[src/rtl/spi_bus_bridge_pkg.sv]
`default_nettype none
// ============================================================================
// Module      : spi_bus_bridge_pkg
// Description : Command-byte fields, bus polarities and bridge state encoding
// Revision    : 1.0 - initial release
// ============================================================================
package spi_bus_bridge_pkg;

  localparam int SPI_CMD_CS = 7;
  localparam int SPI_CMD_WR = 6;
  localparam int SPI_CMD_RS = 5;
  localparam int SPI_CMD_BS = 4;

  localparam logic CS_ENABLED = 1'b0;
  localparam logic RnW_READ   = 1'b1;

  typedef enum logic [1:0] {
    IDLE   = 2'd0,
    WAIT   = 2'd1,
    CYCLE  = 2'd2,
    IGNORE = 2'd3
  } spi_bridge_st_t;

endpackage
`default_nettype wire

[src/rtl/spi_bus_bridge_if.sv]
`default_nettype none
// ============================================================================
// Module      : spi_bus_bridge_if
// Description : SPI-target byte stream and Xosera host-bus signals of the bridge
// Revision    : 1.0 - initial release
// ============================================================================
interface spi_bus_bridge_if;

  logic       spi_select_i;
  logic       spi_rx_strobe_i;
  logic [7:0] spi_rx_byte_i;
  logic       spi_tx_strobe_i;
  logic [7:0] spi_tx_byte_o;
  logic       bus_cs_n_o;
  logic       bus_rd_nwr_o;
  logic       bus_bytesel_o;
  logic [3:0] bus_reg_num_o;
  logic [7:0] bus_data_o;
  logic [7:0] bus_data_i;
  logic       soft_reset_o;
  logic       overrun_o;
  logic       busy_o;

  // Bridge side
  modport slave (
    input  spi_select_i, spi_rx_strobe_i, spi_rx_byte_i, spi_tx_strobe_i, bus_data_i,
    output spi_tx_byte_o, bus_cs_n_o, bus_rd_nwr_o, bus_bytesel_o, bus_reg_num_o,
           bus_data_o, soft_reset_o, overrun_o, busy_o
  );

  // Surrounding board logic (spi_target + xosera_main)
  modport master (
    output spi_select_i, spi_rx_strobe_i, spi_rx_byte_i, spi_tx_strobe_i, bus_data_i,
    input  spi_tx_byte_o, bus_cs_n_o, bus_rd_nwr_o, bus_bytesel_o, bus_reg_num_o,
           bus_data_o, soft_reset_o, overrun_o, busy_o
  );

endinterface
`default_nettype wire

[src/rtl/spi_bus_bridge.sv]
`default_nettype none
// ============================================================================
// Module      : spi_bus_bridge
// Description : Turns SPI command/payload byte bursts into Xosera bus cycles
// Revision    : 1.0 - initial release
// ============================================================================
module spi_bus_bridge
  import spi_bus_bridge_pkg::*;
#(
  parameter int          CS_HOLD     = 2,
  parameter int          READ_LAT    = 2,
  parameter bit          WORD_TOGGLE = 1'b1,
  parameter logic [7:0]  IDLE_BYTE   = 8'hCB
) (
  input  wire logic         clk,
  input  wire logic         reset_n_i,
  spi_bus_bridge_if.slave   bus
);

  localparam logic [3:0] c_HOLD_LAST = 4'(CS_HOLD);
  localparam logic [3:0] c_READ_AT   = 4'(READ_LAT);

  spi_bridge_st_t r_state;
  spi_bridge_st_t w_state_next;
  logic [3:0]     r_hold_cnt;
  logic           r_desel;

  logic w_rx;
  logic w_tx;
  logic w_write_mode;
  logic w_trigger;
  logic w_hold_done;
  logic w_start;

  // A strobe coinciding with deselect is treated as if it never arrived
  assign w_rx         = bus.spi_rx_strobe_i & bus.spi_select_i;
  assign w_tx         = bus.spi_tx_strobe_i & bus.spi_select_i;
  assign w_write_mode = (bus.bus_rd_nwr_o != RnW_READ);
  assign w_trigger    = w_write_mode ? w_rx : w_tx;
  assign w_hold_done  = (r_hold_cnt == c_HOLD_LAST);
  assign w_start      = (r_state != CYCLE) && (w_state_next == CYCLE);

  always_ff @(posedge clk) begin
    if (!reset_n_i) begin
      r_state <= IDLE;
    end else begin
      r_state <= w_state_next;
    end
  end

  always_comb begin
    w_state_next = r_state;
    unique case (r_state)
      IDLE: begin
        if (w_rx) begin
          if (bus.spi_rx_byte_i[SPI_CMD_RS] || !bus.spi_rx_byte_i[SPI_CMD_CS]) begin
            w_state_next = IGNORE;
          end else if (bus.spi_rx_byte_i[SPI_CMD_WR]) begin
            w_state_next = WAIT;
          end else begin
            w_state_next = CYCLE;
          end
        end
      end
      WAIT: begin
        if (!bus.spi_select_i) begin
          w_state_next = IDLE;
        end else if (w_trigger) begin
          w_state_next = CYCLE;
        end
      end
      CYCLE: begin
        // CS is never cut short; a deselect is only honoured at the end
        if (w_hold_done) begin
          w_state_next = (r_desel || !bus.spi_select_i) ? IDLE : WAIT;
        end
      end
      IGNORE: begin
        if (!bus.spi_select_i) begin
          w_state_next = IDLE;
        end
      end
      default: w_state_next = IDLE;
    endcase
  end

  always_comb begin
    bus.bus_cs_n_o = ~CS_ENABLED;
    bus.busy_o     = 1'b0;
    if (r_state == CYCLE) begin
      bus.bus_cs_n_o = CS_ENABLED;
      bus.busy_o     = 1'b1;
    end
  end

  always_ff @(posedge clk) begin
    if (!reset_n_i) begin
      bus.bus_rd_nwr_o  <= RnW_READ;
      bus.bus_bytesel_o <= 1'b0;
      bus.bus_reg_num_o <= 4'd0;
      bus.bus_data_o    <= 8'd0;
      bus.spi_tx_byte_o <= IDLE_BYTE;
      bus.soft_reset_o  <= 1'b0;
      bus.overrun_o     <= 1'b0;
      r_hold_cnt        <= 4'd0;
      r_desel           <= 1'b0;
    end else begin
      bus.soft_reset_o <= 1'b0;

      if (w_start) begin
        r_hold_cnt <= 4'd1;
        r_desel    <= 1'b0;
      end

      unique case (r_state)
        IDLE: begin
          if (w_rx) begin
            bus.bus_rd_nwr_o  <= bus.spi_rx_byte_i[SPI_CMD_WR] ? ~RnW_READ : RnW_READ;
            bus.bus_bytesel_o <= bus.spi_rx_byte_i[SPI_CMD_BS];
            bus.bus_reg_num_o <= bus.spi_rx_byte_i[3:0];
            if (bus.spi_rx_byte_i[SPI_CMD_RS]) begin
              bus.soft_reset_o <= 1'b1;
              bus.overrun_o    <= 1'b0;
            end
          end
        end
        WAIT: begin
          if (!bus.spi_select_i) begin
            bus.spi_tx_byte_o <= IDLE_BYTE;
          end else if (w_trigger && w_write_mode) begin
            bus.bus_data_o <= bus.spi_rx_byte_i;
          end
        end
        CYCLE: begin
          r_hold_cnt <= r_hold_cnt + 4'd1;
          if (!bus.spi_select_i) begin
            r_desel <= 1'b1;
          end
          if (w_trigger) begin
            bus.overrun_o <= 1'b1;
          end
          if (!w_write_mode && (r_hold_cnt == c_READ_AT)) begin
            bus.spi_tx_byte_o <= bus.bus_data_i;
          end
          if (w_hold_done) begin
            if (WORD_TOGGLE) begin
              bus.bus_bytesel_o <= ~bus.bus_bytesel_o;
            end
            // Placed after the capture so a deselect always wins
            if (r_desel || !bus.spi_select_i) begin
              bus.spi_tx_byte_o <= IDLE_BYTE;
            end
          end
        end
        IGNORE: begin
          if (!bus.spi_select_i) begin
            bus.spi_tx_byte_o <= IDLE_BYTE;
          end
        end
        default: ;
      endcase
    end
  end

endmodule
`default_nettype wire

[src/flat_wrapper.sv]
// flat-port wrapper written by rule: the top's interface ports become plain ports
module spi_bus_bridge_flat import spi_bus_bridge_pkg::*;
#(
  parameter int          CS_HOLD     = 2,
  parameter int          READ_LAT    = 2,
  parameter bit          WORD_TOGGLE = 1'b1,
  parameter logic [7:0]  IDLE_BYTE   = 8'hCB
)
  (clk, reset_n_i, bus_spi_select_i, bus_spi_rx_strobe_i, bus_spi_rx_byte_i, bus_spi_tx_strobe_i, bus_bus_data_i, bus_spi_tx_byte_o, bus_bus_cs_n_o, bus_bus_rd_nwr_o, bus_bus_bytesel_o, bus_bus_reg_num_o, bus_bus_data_o, bus_soft_reset_o, bus_overrun_o, bus_busy_o);
  spi_bus_bridge_if bus_i ();
  input  wire logic clk;
  input  wire logic reset_n_i;
  input wire logic [$bits(bus_i.spi_select_i)-1:0] bus_spi_select_i;
  input wire logic [$bits(bus_i.spi_rx_strobe_i)-1:0] bus_spi_rx_strobe_i;
  input wire logic [$bits(bus_i.spi_rx_byte_i)-1:0] bus_spi_rx_byte_i;
  input wire logic [$bits(bus_i.spi_tx_strobe_i)-1:0] bus_spi_tx_strobe_i;
  input wire logic [$bits(bus_i.bus_data_i)-1:0] bus_bus_data_i;
  output wire logic [$bits(bus_i.spi_tx_byte_o)-1:0] bus_spi_tx_byte_o;
  output wire logic [$bits(bus_i.bus_cs_n_o)-1:0] bus_bus_cs_n_o;
  output wire logic [$bits(bus_i.bus_rd_nwr_o)-1:0] bus_bus_rd_nwr_o;
  output wire logic [$bits(bus_i.bus_bytesel_o)-1:0] bus_bus_bytesel_o;
  output wire logic [$bits(bus_i.bus_reg_num_o)-1:0] bus_bus_reg_num_o;
  output wire logic [$bits(bus_i.bus_data_o)-1:0] bus_bus_data_o;
  output wire logic [$bits(bus_i.soft_reset_o)-1:0] bus_soft_reset_o;
  output wire logic [$bits(bus_i.overrun_o)-1:0] bus_overrun_o;
  output wire logic [$bits(bus_i.busy_o)-1:0] bus_busy_o;
  assign bus_i.spi_select_i = bus_spi_select_i;
  assign bus_i.spi_rx_strobe_i = bus_spi_rx_strobe_i;
  assign bus_i.spi_rx_byte_i = bus_spi_rx_byte_i;
  assign bus_i.spi_tx_strobe_i = bus_spi_tx_strobe_i;
  assign bus_i.bus_data_i = bus_bus_data_i;
  assign bus_spi_tx_byte_o = bus_i.spi_tx_byte_o;
  assign bus_bus_cs_n_o = bus_i.bus_cs_n_o;
  assign bus_bus_rd_nwr_o = bus_i.bus_rd_nwr_o;
  assign bus_bus_bytesel_o = bus_i.bus_bytesel_o;
  assign bus_bus_reg_num_o = bus_i.bus_reg_num_o;
  assign bus_bus_data_o = bus_i.bus_data_o;
  assign bus_soft_reset_o = bus_i.soft_reset_o;
  assign bus_overrun_o = bus_i.overrun_o;
  assign bus_busy_o = bus_i.busy_o;
  spi_bus_bridge #(.CS_HOLD(CS_HOLD), .READ_LAT(READ_LAT), .WORD_TOGGLE(WORD_TOGGLE), .IDLE_BYTE(IDLE_BYTE)) u_core (.clk(clk), .reset_n_i(reset_n_i), .bus(bus_i));
endmodule
[config.mk]
export PLATFORM = sky130hd
export DESIGN_NAME = spi_bus_bridge_flat
export DESIGN_NICKNAME = d
export VERILOG_FILES = /design/src/rtl/spi_bus_bridge_pkg.sv /design/src/rtl/spi_bus_bridge_if.sv /design/src/rtl/spi_bus_bridge.sv /design/src/flat_wrapper.sv
export SDC_FILE = /design/constraint.sdc
export NUM_CORES = 1
export LEC_CHECK = 0
export ABC_AREA = 1
export BUFFER_PORTS_ARGS = -buffer_cell sky130_fd_sc_hd__buf_2
export CAP_MARGIN = 10
export CORE_MARGIN = 2
export CORE_UTILIZATION = 49
export CTS_BUF_LIST = sky130_fd_sc_hd__clkbuf_16
export CTS_CLUSTER_DIAMETER = 150
export DETAILED_ROUTE_END_ITERATION = 12
export GPL_ROUTABILITY_DRIVEN = 1
export PLACE_DENSITY = 0.78
export SKIP_LAST_GASP = 1
export SLEW_MARGIN = 20
export SYNTH_ARGS = -nofsm -noshare
export SYNTH_HDL_FRONTEND = slang
export SYNTH_SLANG_ARGS = --single-unit
[constraint.sdc]
create_clock -name clk -period 1.7 [get_ports clk]
set_clock_uncertainty 0.2 [all_clocks]
set_input_delay 0.085 -clock clk [delete_from_list [all_inputs] [get_ports clk]]
set_output_delay 0.085 -clock clk [all_outputs]
set_load 0.1 [all_outputs]
After elaboration in Yosys (flattened, before gate mapping)
Cells that the tools add are included.
{ "op_classes": {"bitwise": 4, "n_reduce_logical": 18, "order_cmp": 0, "mul": 0, "shift": 0, "mux": 31, "n_eq_ne": 11, "n_addsub": 1, "div": 0} }
{ "ops": {"columns": ["operator", "n"], "rows": [
  ["$mux W8", 4],
  ["$pmux W8 S2", 1],
  ["$mux W1", 14],
  ["$mux W2", 7],
  ["$reduce_and A3 Y1", 3],
  ["$mux W4", 2],
  ["$pmux W2 S4", 1],
  ["$eq A2 B2 Y1 const B", 3],
  ["$ne A2 B1 Y1 const B", 3],
  ["$ne A2 B2 Y1 const B", 3],
  ["$reduce_bool A2 Y1", 3],
  ["$add A4 B1 Y4 const B", 1],
  ["$eq A4 B2 Y1 const B", 1],
  ["$pmux W1 S2", 2],
  ["$reduce_and A2 Y1", 2],
  ["$reduce_and A4 Y1", 1],
  ["$logic_and A1 B1 Y1", 3],
  ["$and A1 B1 Y1", 2],
  ["$eq A2 B1 Y1 const B", 1],
  ["$logic_not A1 Y1", 2],
  ["$logic_not A2 Y1", 1],
  ["$logic_or A1 B1 Y1", 2],
  ["$not A1 Y1", 2],
  ["$reduce_or A2 Y1", 1]
]} }
{ "word_totals": {"latch_bits": 0, "mem_bits_ro": 0, "inputBits": 21, "mem_bits_rw": 0, "regBits": 31, "memories": 0} }

Logic depth before layout (Yosys ltp)
Gate-level depths: netlist (run 1).
{ "depth": {"word_depth": 10, "depth_mapped": 9} }

Least setup slack after synthesis (run 1)
No wires, ideal clock.
{ "synth_path": {"path_kind": "register -> register", "from": "register u_core.bus.bus_rd_nwr_o", "to": "register u_core.r_hold_cnt[2]", "slack_ns": -0.363, "stages_incl_launch_ff": 8, "setup_time_ns": 0.111, "required_ns": 1.389, "t_arrival_ns": 1.753, "path_cell_list": "dfxtp_1 -> nand3_1 -> nand3_1 -> nand2_1 -> nor3b_1 -> nand3_1 -> nand3b_1 -> inv_1"} }
{ "synth_via": {"elab_chain_cells": 7} }
{ "synth_rtl": {"columns": ["element", "line_no", "rtl"], "rows": [
  ["start, declared", "spi_bus_bridge_if.sv:27", "output spi_tx_byte_o, bus_cs_n_o, bus_rd_nwr_o, bus_bytesel_o, bus_reg_num_o,"],
  ["start signal, assigned", "spi_bus_bridge.sv:98", "bus.bus_rd_nwr_o <= RnW_READ;"],
  ["start signal, assigned", "spi_bus_bridge.sv:118", "bus.bus_rd_nwr_o <= bus.spi_rx_byte_i[SPI_CMD_WR] ? ~RnW_READ : RnW_READ;"],
  ["$mux W1", "spi_bus_bridge.sv:39", "assign w_trigger = w_write_mode ? w_rx : w_tx;"],
  ["$mux W2", "spi_bus_bridge.sv:68", "end else if (w_trigger) begin"],
  ["$mux W2", "spi_bus_bridge.sv:66", "if (!bus.spi_select_i) begin"],
  ["$pmux W2 S4", "spi_bus_bridge.sv:53", "unique case (r_state)"],
  ["$eq A2 B2 Y1", "spi_bus_bridge.sv:41", "assign w_start = (r_state != CYCLE) && (w_state_next == CYCLE);"],
  ["$logic_and A1 B1 Y1", "spi_bus_bridge.sv:41", null],
  ["$reduce_bool A2 Y1 (no source line)", null, null],
  ["end signal, assigned", "spi_bus_bridge.sv:135", "r_hold_cnt <= r_hold_cnt + 4'd1;"],
  ["end, declared", "spi_bus_bridge.sv:25", "logic [3:0] r_hold_cnt;"]
]} }
No other way between the ends.
A chain may end at the register's enable or synchronous reset.

Worst setup path after layout (run 1)
{ "layout_path": {"from": "register u_core.r_hold_cnt[0]", "to": "register u_core.r_hold_cnt[0]"} }
{ "layout_via": {"elab_chain_cells": 6, "elab_cells_between_ends": 8, "cone_classes": "add/sub: 1; eq/ne: 2; mux: 3; reduce/logical: 2"} }
{ "layout_rtl": {"columns": ["element", "line_no", "rtl"], "rows": [
  ["$eq A4 B2 Y1", "spi_bus_bridge.sv:40", "assign w_hold_done = (r_hold_cnt == c_HOLD_LAST);"],
  ["$mux W2", "spi_bus_bridge.sv:74", "if (w_hold_done) begin"],
  ["$pmux W2 S4", "spi_bus_bridge.sv:53", null],
  ["$eq A2 B2 Y1", "spi_bus_bridge.sv:41", null],
  ["$logic_and A1 B1 Y1", "spi_bus_bridge.sv:41", null],
  ["$reduce_bool A2 Y1 (no source line)", null, null]
]} }
Several ways; a longest one is shown, not always the timed one.

==> results of run 1 <==
-- worst paths after layout --
| path | from | end | slack [ns] |
|---|---|---|---|
| setup / recovery | u_core.r_hold_cnt[0] | u_core.r_hold_cnt[0] | 0.11 |
| hold / removal | bus_spi_select_i | u_core.r_desel | 0.10 |
| setup reg to reg | u_core.r_hold_cnt[0] | u_core.r_hold_cnt[0] | 0.11 |
| hold reg to reg | u_core.bus.spi_tx_byte_o[6] | u_core.bus.spi_tx_byte_o[6] | 0.27 |
-- cells by family (layout without fill, tap and decap cells) --
| family | Yosys count | in the layout | synth area share |
|---|---|---|---|
| flops | 31 | 31 | 0.454 |
| compound gates | 30 | 30 | 0.118 |
| xor+xnor | 1 | 1 | 0.00641 |
| fa+ha+maj | 2 | 2 | 0.0183 |
| simple gates | 94 | 94 | 0.342 |
| buf+inv | 22 | 97 | 0.0613 |
-- final cells by class --
| cell class | count | share of cell area |
|---|---|---|
| inverters | 20 | 0.0419 |
| clock buffers | 5 | 0.0607 |
| clock inverters | 3 | 0.00607 |
| well taps | 31 | 0.0188 |
| flip-flops and latches | 31 | 0.305 |
| multi-input cells | 127 | 0.336 |
| repair buffers | 69 | 0.231 |
-- sequential cells by signal, summed over array words and instances, names as in the netlist, 2 cells and up --
signal                    cells
u_core.bus.bus_reg_num_o      4
u_core.bus.spi_tx_byte_o      8
u_core.r_state                2
u_core.bus.bus_data_o         8
u_core.r_hold_cnt             4
-- placed cells by master (no fill, tap or decap), drive strengths merged --
cell type and instances:
a211oi 1, a21oi 11, a221oi 1, a31o 1, a31oi 1, buf 52, clkbuf 5, clkinv 3
dfxtp 31, dlygate4sd3 17, ha 2, inv 20, nand2 29, nand3 26, nand3b 1, nand4 1
nor2 32, nor3 2, nor3b 1, o21ai 15, or2 2, xor2 1
-- worst reg2reg max path, delay by kind of cell (launching register included) --
kind | cells | cell delay, ns
fa+ha+maj | 1 | 0.17
compound gates | 1 | 0.15
simple gates | 5 | 0.46
flops | 1 | 0.34
buf+inv | 2 | 0.17
-- through the flow --
stage / cells / area (um2) / util / hold WS, ns
floorplan: 180 / 1390 / - / -0.0190
global placement: 261 / 1720 / 0.636 / 0.0883
detailed placement: 261 / 1720 / 0.636 / 0.0880
CTS: 286 / 2040 / 0.751 / 0.0988
global route: 286 / 2060 / 0.760 / 0.160
finish: 286 / 2060 / 0.760 / 0.101
-- power groups by stage --
stage | clock network (mW) | registers (mW) | logic (mW)
after global placement | 0 | 0.792 | 0.368
after detailed placement | 0 | 0.793 | 0.371
after CTS | 0.815 | 0.779 | 0.405
after global routing | 0.861 | 0.783 | 0.446
after floorplan | 0 | 0.902 | 0.157
final | 0.801 | 0.780 | 0.418
-- repair_timing --
action,in CTS,in global routing
setup endpoints to repair,1,20
hold endpoints to repair,24,0
resized for setup,1,6
hold buffers,17,0
-- per-layer routing --
metal  up-vias  GRT usage  part of all wire
met5         -          0                 0
met1       647      0.318              0.44
li1        744          -                 -
met4         0     0.0764             0.011
met3         8     0.0576             0.062
met2        48      0.394              0.48
==> results.sh, run 1 <==
export IMPL_yosysWarnings=0
export IMPL_hold_viol=0
export IMPL_path_buf_inv=2
export IMPL_layout_min_cycle_time_ns=1.59
export IMPL_seq_area_frac_synth=0.454
export IMPL_post_cts_buffers=0
export IMPL_cap_violations=0
export IMPL_numCtsBuffers=5
export IMPL_area_growth_pct=50.7
export IMPL_finalPower_mw=2.00
export IMPL_synth_common_cells="dfxtp_1, nor2_1, nand2_1"
export IMPL_power_density_nw_per_um2=970
export IMPL_yosysMostFrequentCell="dfxtp_1"
export IMPL_cts_root_buffer_cell="clkbuf_16"
export IMPL_synth_edf_count=0
export IMPL_worstHoldPathCells=4
export IMPL_cp_cell_sequence="inv_1 > ha_4 > nand2_1 > a21oi_2 > nand3_2 > nand3_2 > nand3_1 > nand3_1 > inv_1"
export IMPL_syn_inst=180
export IMPL_synthArstFlopShare=0
export IMPL_drv_slew=0
export IMPL_ys_seq_elements=31
export IMPL_critPathMaxStageDelay_ns=0.34
export IMPL_setup_ws_ns=0.110
export IMPL_synth_area_leader_cell="dfxtp_1"
export IMPL_critPathTopFamily="simple AND/OR/NAND/NOR gates"
export IMPL_via_count=1447
export IMPL_combPwrFrac=0.209
export IMPL_r2r_worst_path_cells=9
export IMPL_layout_drive_gt1_share=0.322
export IMPL_cts_htree_levels=2
export IMPL_crit_fanout=5
export IMPL_die_y_um=56.8
export IMPL_p_seq_frac=0.390
export IMPL_p_sw_frac=0.292
export IMPL_fin_nets=277
export IMPL_cpMaxStageDelayCell="dfxtp_1"
export IMPL_area_sequential_um2=629
export IMPL_wl_per_cell_um=12.5
export IMPL_ys_types=29
export IMPL_power_switching_mw=0.585
export IMPL_syn_area_um2=1370
export IMPL_intPower_mw=1.41
export IMPL_path_depth=9
export IMPL_tightest_slew_ns=0.494
export IMPL_cp_data_required_time_ns=1.66
export IMPL_rows=19
export IMPL_via_per_inst=5.06
export IMPL_placement_io_buffers=46
export IMPL_power_leakage_nw=1.01
export IMPL_drt_iter0_markers=84
export IMPL_fill_cells=207
export IMPL_totalWireLength_mm=3.57
export IMPL_setup_viol=0
export IMPL_die_x_um=56.8
export IMPL_start_util=0.505
export IMPL_io_pins=47
export IMPL_p_clk_frac=0.401
export IMPL_synth_area_leaders="dfxtp_1, nand3_1, nor2_1"
export IMPL_relSlewSlack=0.673
export IMPL_crit_type="register to register"
export IMPL_cp_arrival_ns=1.55
export IMPL_syn_nets=203
export IMPL_clock_fmax_ghz=0.629
export IMPL_cts_sinks=31
export IMPL_drt_first_pass_iters=4
export IMPL_setup_tns_ns=0
export IMPL_status="completed"
export IMPL_place_hpwl_mm=2.31
export IMPL_gp_congestion=0.830
export IMPL_clkLatencyLatePin_ns=0.27
export IMPL_end_kind="register"
export IMPL_dp_slack_ns=0.00991
export IMPL_period_share=0.935
export IMPL_clock_path_buffers=2
export IMPL_detail_route_antenna_nets=0
export IMPL_startpoint_type="register"
export IMPL_multiInputGateArea_um2=693
export IMPL_holdCritPathClass="input port to register"
export IMPL_core_area_um2=2710
export IMPL_grtUsageTotal=0.242
export IMPL_antennaDiodeCount=0
export IMPL_ir_drop_uv=903
export IMPL_antenna_found_initial=0
export IMPL_clk_pin_slew_ns=0.04
export IMPL_synth_top_cell_area_share=0.454
export IMPL_grt_pass1_vias=1362
export IMPL_grt_max_degree=17
export IMPL_grt_pass1_wl_mm=6.09
export IMPL_drc=0
export IMPL_syn_area_per_cell_um2=7.60
export IMPL_cts_tree="built"
export IMPL_synth_ff_type="dfxtp_1"
export IMPL_die_area_um2=3230
export IMPL_grt_overflow=0
(Power assumes the default switching activity.)
==> run 2: changes to the inputs <==
--- a/config.mk
+++ b/config.mk
@@ -5,16 +5,16 @@
 export SDC_FILE = /design/constraint.sdc
 export NUM_CORES = 1
 export LEC_CHECK = 0
-export ABC_AREA = 1
+export ABC_CLOCK_PERIOD_IN_PS = 1700
 export BUFFER_PORTS_ARGS = -buffer_cell sky130_fd_sc_hd__buf_2
 export CAP_MARGIN = 10
 export CORE_MARGIN = 2
-export CORE_UTILIZATION = 49
+export CORE_UTILIZATION = 48
 export CTS_BUF_LIST = sky130_fd_sc_hd__clkbuf_16
 export CTS_CLUSTER_DIAMETER = 150
 export DETAILED_ROUTE_END_ITERATION = 12
 export GPL_ROUTABILITY_DRIVEN = 1
-export PLACE_DENSITY = 0.78
+export PLACE_DENSITY = 0.77
 export SKIP_LAST_GASP = 1
 export SLEW_MARGIN = 20
 export SYNTH_ARGS = -nofsm -noshare
==> run 2 against run 1 <==
Against the previous run:
- the run now ends with negative setup slack left
- register-to-register slack got worse by 0.37 ns
- sequential share of layout area decreased by 2.3 points
- synthesized area is 1.3% lower
- cell count fell by 10%
- critical path depth decreased by 2
- wire length increased by 9.3%
- fmax shrank 19%
- design area grew 8.4%
- count of clock-buffer cells in the layout unchanged
- non-clock buffer count increased by 15
- combinational power fell by 1%
- critical endpoint unchanged
==> results.sh, run 2 <==
export IMPL_status="finished, violations left"
export IMPL_violations="negative setup slack"
export IMPL_use_met2=0.435
export IMPL_cts_root_buffer_cell="clkbuf_16"
export IMPL_synth_area_leader_cell="dfxtp_1"
export IMPL_fill_cells=154
export IMPL_core_area_um2=2710
export IMPL_drc=0
export IMPL_power_density_nw_per_um2=962
export IMPL_critPathTopFamily="compound AO/OA/AOI/OAI gates"
export IMPL_setup_ws_ns=-0.257
export IMPL_seq_area_frac_synth=0.460
export IMPL_grt_overflow=0
export IMPL_holdCritPathClass="input port to register"
export IMPL_startpoint_type="register"
export IMPL_grtUsageTotal=0.242
export IMPL_placed_area_um2=1790
export IMPL_critPathMaxStageDelay_ns=0.42
export IMPL_die_x_um=57.0
export IMPL_crit_fanout=5
export IMPL_fin_nets=248
export IMPL_cp_cell_sequence="inv_2 > ha_4 > or3b_4 > o211ai_1 > buf_4 > a221oi_4 > o31a_1"
export IMPL_cts_htree_levels=2
export IMPL_grt_setup_unrepaired="true"
export IMPL_stdcell_area_um2=2230
export IMPL_clock_path_buffers=2
export IMPL_drv_slew=0
export IMPL_synth_common_cells="dfxtp_1, nand2_1, mux2i_1"
export IMPL_dp_slack_ns=-0.385
export IMPL_clkLatencyLatePin_ns=0.28
export IMPL_synth_top_cell_area_share=0.460
export IMPL_grt_pass1_vias=1288
export IMPL_drt_iter0_markers=43
export IMPL_io_pins=47
export IMPL_use_met1=0.257
export IMPL_layout_min_cycle_time_ns=1.96
export IMPL_syn_nets=165
export IMPL_final_core_util=0.825
export IMPL_detail_route_antenna_nets=0
export IMPL_grt_busiest_layer="met2"
export IMPL_yosysWarnings=0
export IMPL_setup_tns_ns=-3.12
export IMPL_period_share=1.15
export IMPL_clk_pin_slew_ns=0.05
export IMPL_crit_start="u_core.r_hold_cnt[0]"
export IMPL_multiInputGateArea_um2=782
export IMPL_totalWireLength_mm=3.91
export IMPL_synth_area_leaders="dfxtp_1, mux2i_1, nand2_1"
export IMPL_final_cell_mix="buf_2, dfxtp_1, nand2_1"
export IMPL_crit_type="register to register"
export IMPL_gp_congestion=0.750
export IMPL_via_per_inst=5.48
export IMPL_syn_inst=142
export IMPL_cpMaxStageDelayCell="or3b_4"
export IMPL_grtUsageMet3=0.0726
export IMPL_placement_io_buffers=46
export IMPL_syn_area_per_cell_um2=9.51
export IMPL_synth_ff_type="dfxtp_1"
export IMPL_setup_viol=16
export IMPL_numCtsBuffers=5
export IMPL_power_leakage_nw=0.951
export IMPL_relSlewSlack=0.668
export IMPL_rows=19
export IMPL_tightest_slew_ns=0.501
export IMPL_cp_data_required_time_ns=1.66
export IMPL_reg2reg_from="u_core.r_hold_cnt[0]"
export IMPL_antennaDiodeCount=0
export IMPL_antenna_found_initial=0
export IMPL_cts_tree="built"
export IMPL_via_count=1408
export IMPL_hold_viol=0
export IMPL_ys_types=39
export IMPL_hold_start="bus_spi_tx_strobe_i"
export IMPL_layout_drive_gt1_share=0.416
export IMPL_synth_edf_count=0
export IMPL_ys_seq_elements=31
export IMPL_grt_pass1_wl_mm=5.87
export IMPL_top_regs="u_core.bus.bus_data_o x8, u_core.bus.spi_tx_byte_o x8"
export IMPL_cap_violations=0
export IMPL_final_common_cell="buf_2"
export IMPL_yosysMostFrequentCell="dfxtp_1"
export IMPL_die_area_um2=3250
export IMPL_die_y_um=57.0
export IMPL_syn_area_um2=1350
export IMPL_place_hpwl_mm=2.35
export IMPL_area_sequential_um2=631
export IMPL_path_buf_inv=2
export IMPL_synthArstFlopShare=0
export IMPL_clock_fmax_ghz=0.511
export IMPL_grt_max_degree=19
export IMPL_wl_per_cell_um=15.2
export IMPL_drt_first_pass_iters=4
export IMPL_cp_arrival_ns=1.92
export IMPL_start_util=0.498
export IMPL_end_kind="register"
export IMPL_fin_hold_ws_ns=0.0597
export IMPL_area_growth_pct=65.5
export IMPL_cts_sinks=31
export IMPL_ir_drop_uv=1040
[run 2: cell types whose count changed after synthesis, moves of 8 or more]
cell	before	now
nand3_1	23	3
mux2i_1	0	17
inv_1	15	2
nor2_1	29	16
o21ai_0	15	3
nand2_1	27	19
[run 2: worst reg2reg max path: stages, from the launching register on]
cell and delay, ns:
dfxtp_2 0.33, inv_2 0.07, ha_4 0.13, or3b_4 0.42, o211ai_1 0.19, buf_4 0.16
a221oi_4 0.08, o31a_1 0.25
[run 2: cells by family after synthesis]
logic type / after synthesis / share of synthesized area
AO/OA/AOI/OAI: 24 / 0.133
adder cells (fa/ha/maj): 2 / 0.0185
buffers and inverters: 11 / 0.0389
flip-flops: 31 / 0.460
multiplexers: 17 / 0.126
AND/OR/NAND/NOR: 57 / 0.224
[run 2: layout make-up]
cell class / instances / share of cell area
well taps: 31 / 0.0174
clock buffers: 5 / 0.0560
inverters: 3 / 0.00672
multi-input cells: 100 / 0.350
flip-flops and latches: 31 / 0.282
repair buffers: 84 / 0.271
clock inverters: 3 / 0.0168
[run 2: final timing paths]
path | endpoint | slack (ns) | cells after the start
setup / recovery | u_core.r_hold_cnt[0] | -0.26 | 7
hold / removal | u_core.bus.overrun_o | 0.06 | 4
setup reg to reg | u_core.r_hold_cnt[0] | -0.26 | 7
hold reg to reg | u_core.bus.bus_reg_num_o[1] | 0.25 | 2
[run 2: timing repair]
action	in CTS	in global routing
setup buffers	2	2
hold buffers	17	0
gates resized for setup	7	10
hold endpoints to repair	26	0
gates cloned	0	1
endpoints found under the setup margin	16	25
pin swaps	8	7
[run 2: power by group]
| part | leakage [nW] | total (mW) | switching (mW) | internal [mW] |
|---|---|---|---|---|
| Clock | 0.0864 | 0.970 | 0.292 | 0.678 |
| Sequential | 0.253 | 0.766 | 0.0160 | 0.750 |
| Combinational | 0.612 | 0.414 | 0.256 | 0.158 |
| Total | 0.951 | 2.15 | 0.564 | 1.59 |
[run 2: per-stage QoR]
stage,total power [mW],std cells
floorplan,1.02,142
global placement,1.11,227
detailed placement,1.12,227
CTS,2.14,254
global route,2.21,257
finish,2.15,257
[run 2: layer usage]
metal,part of all wire,vias up,wire [um]
met5,0,-,0
met1,0.40,672,1560
met2,0.52,55,2030
met3,0.058,7,225
li1,-,674,-
met4,0.022,0,85
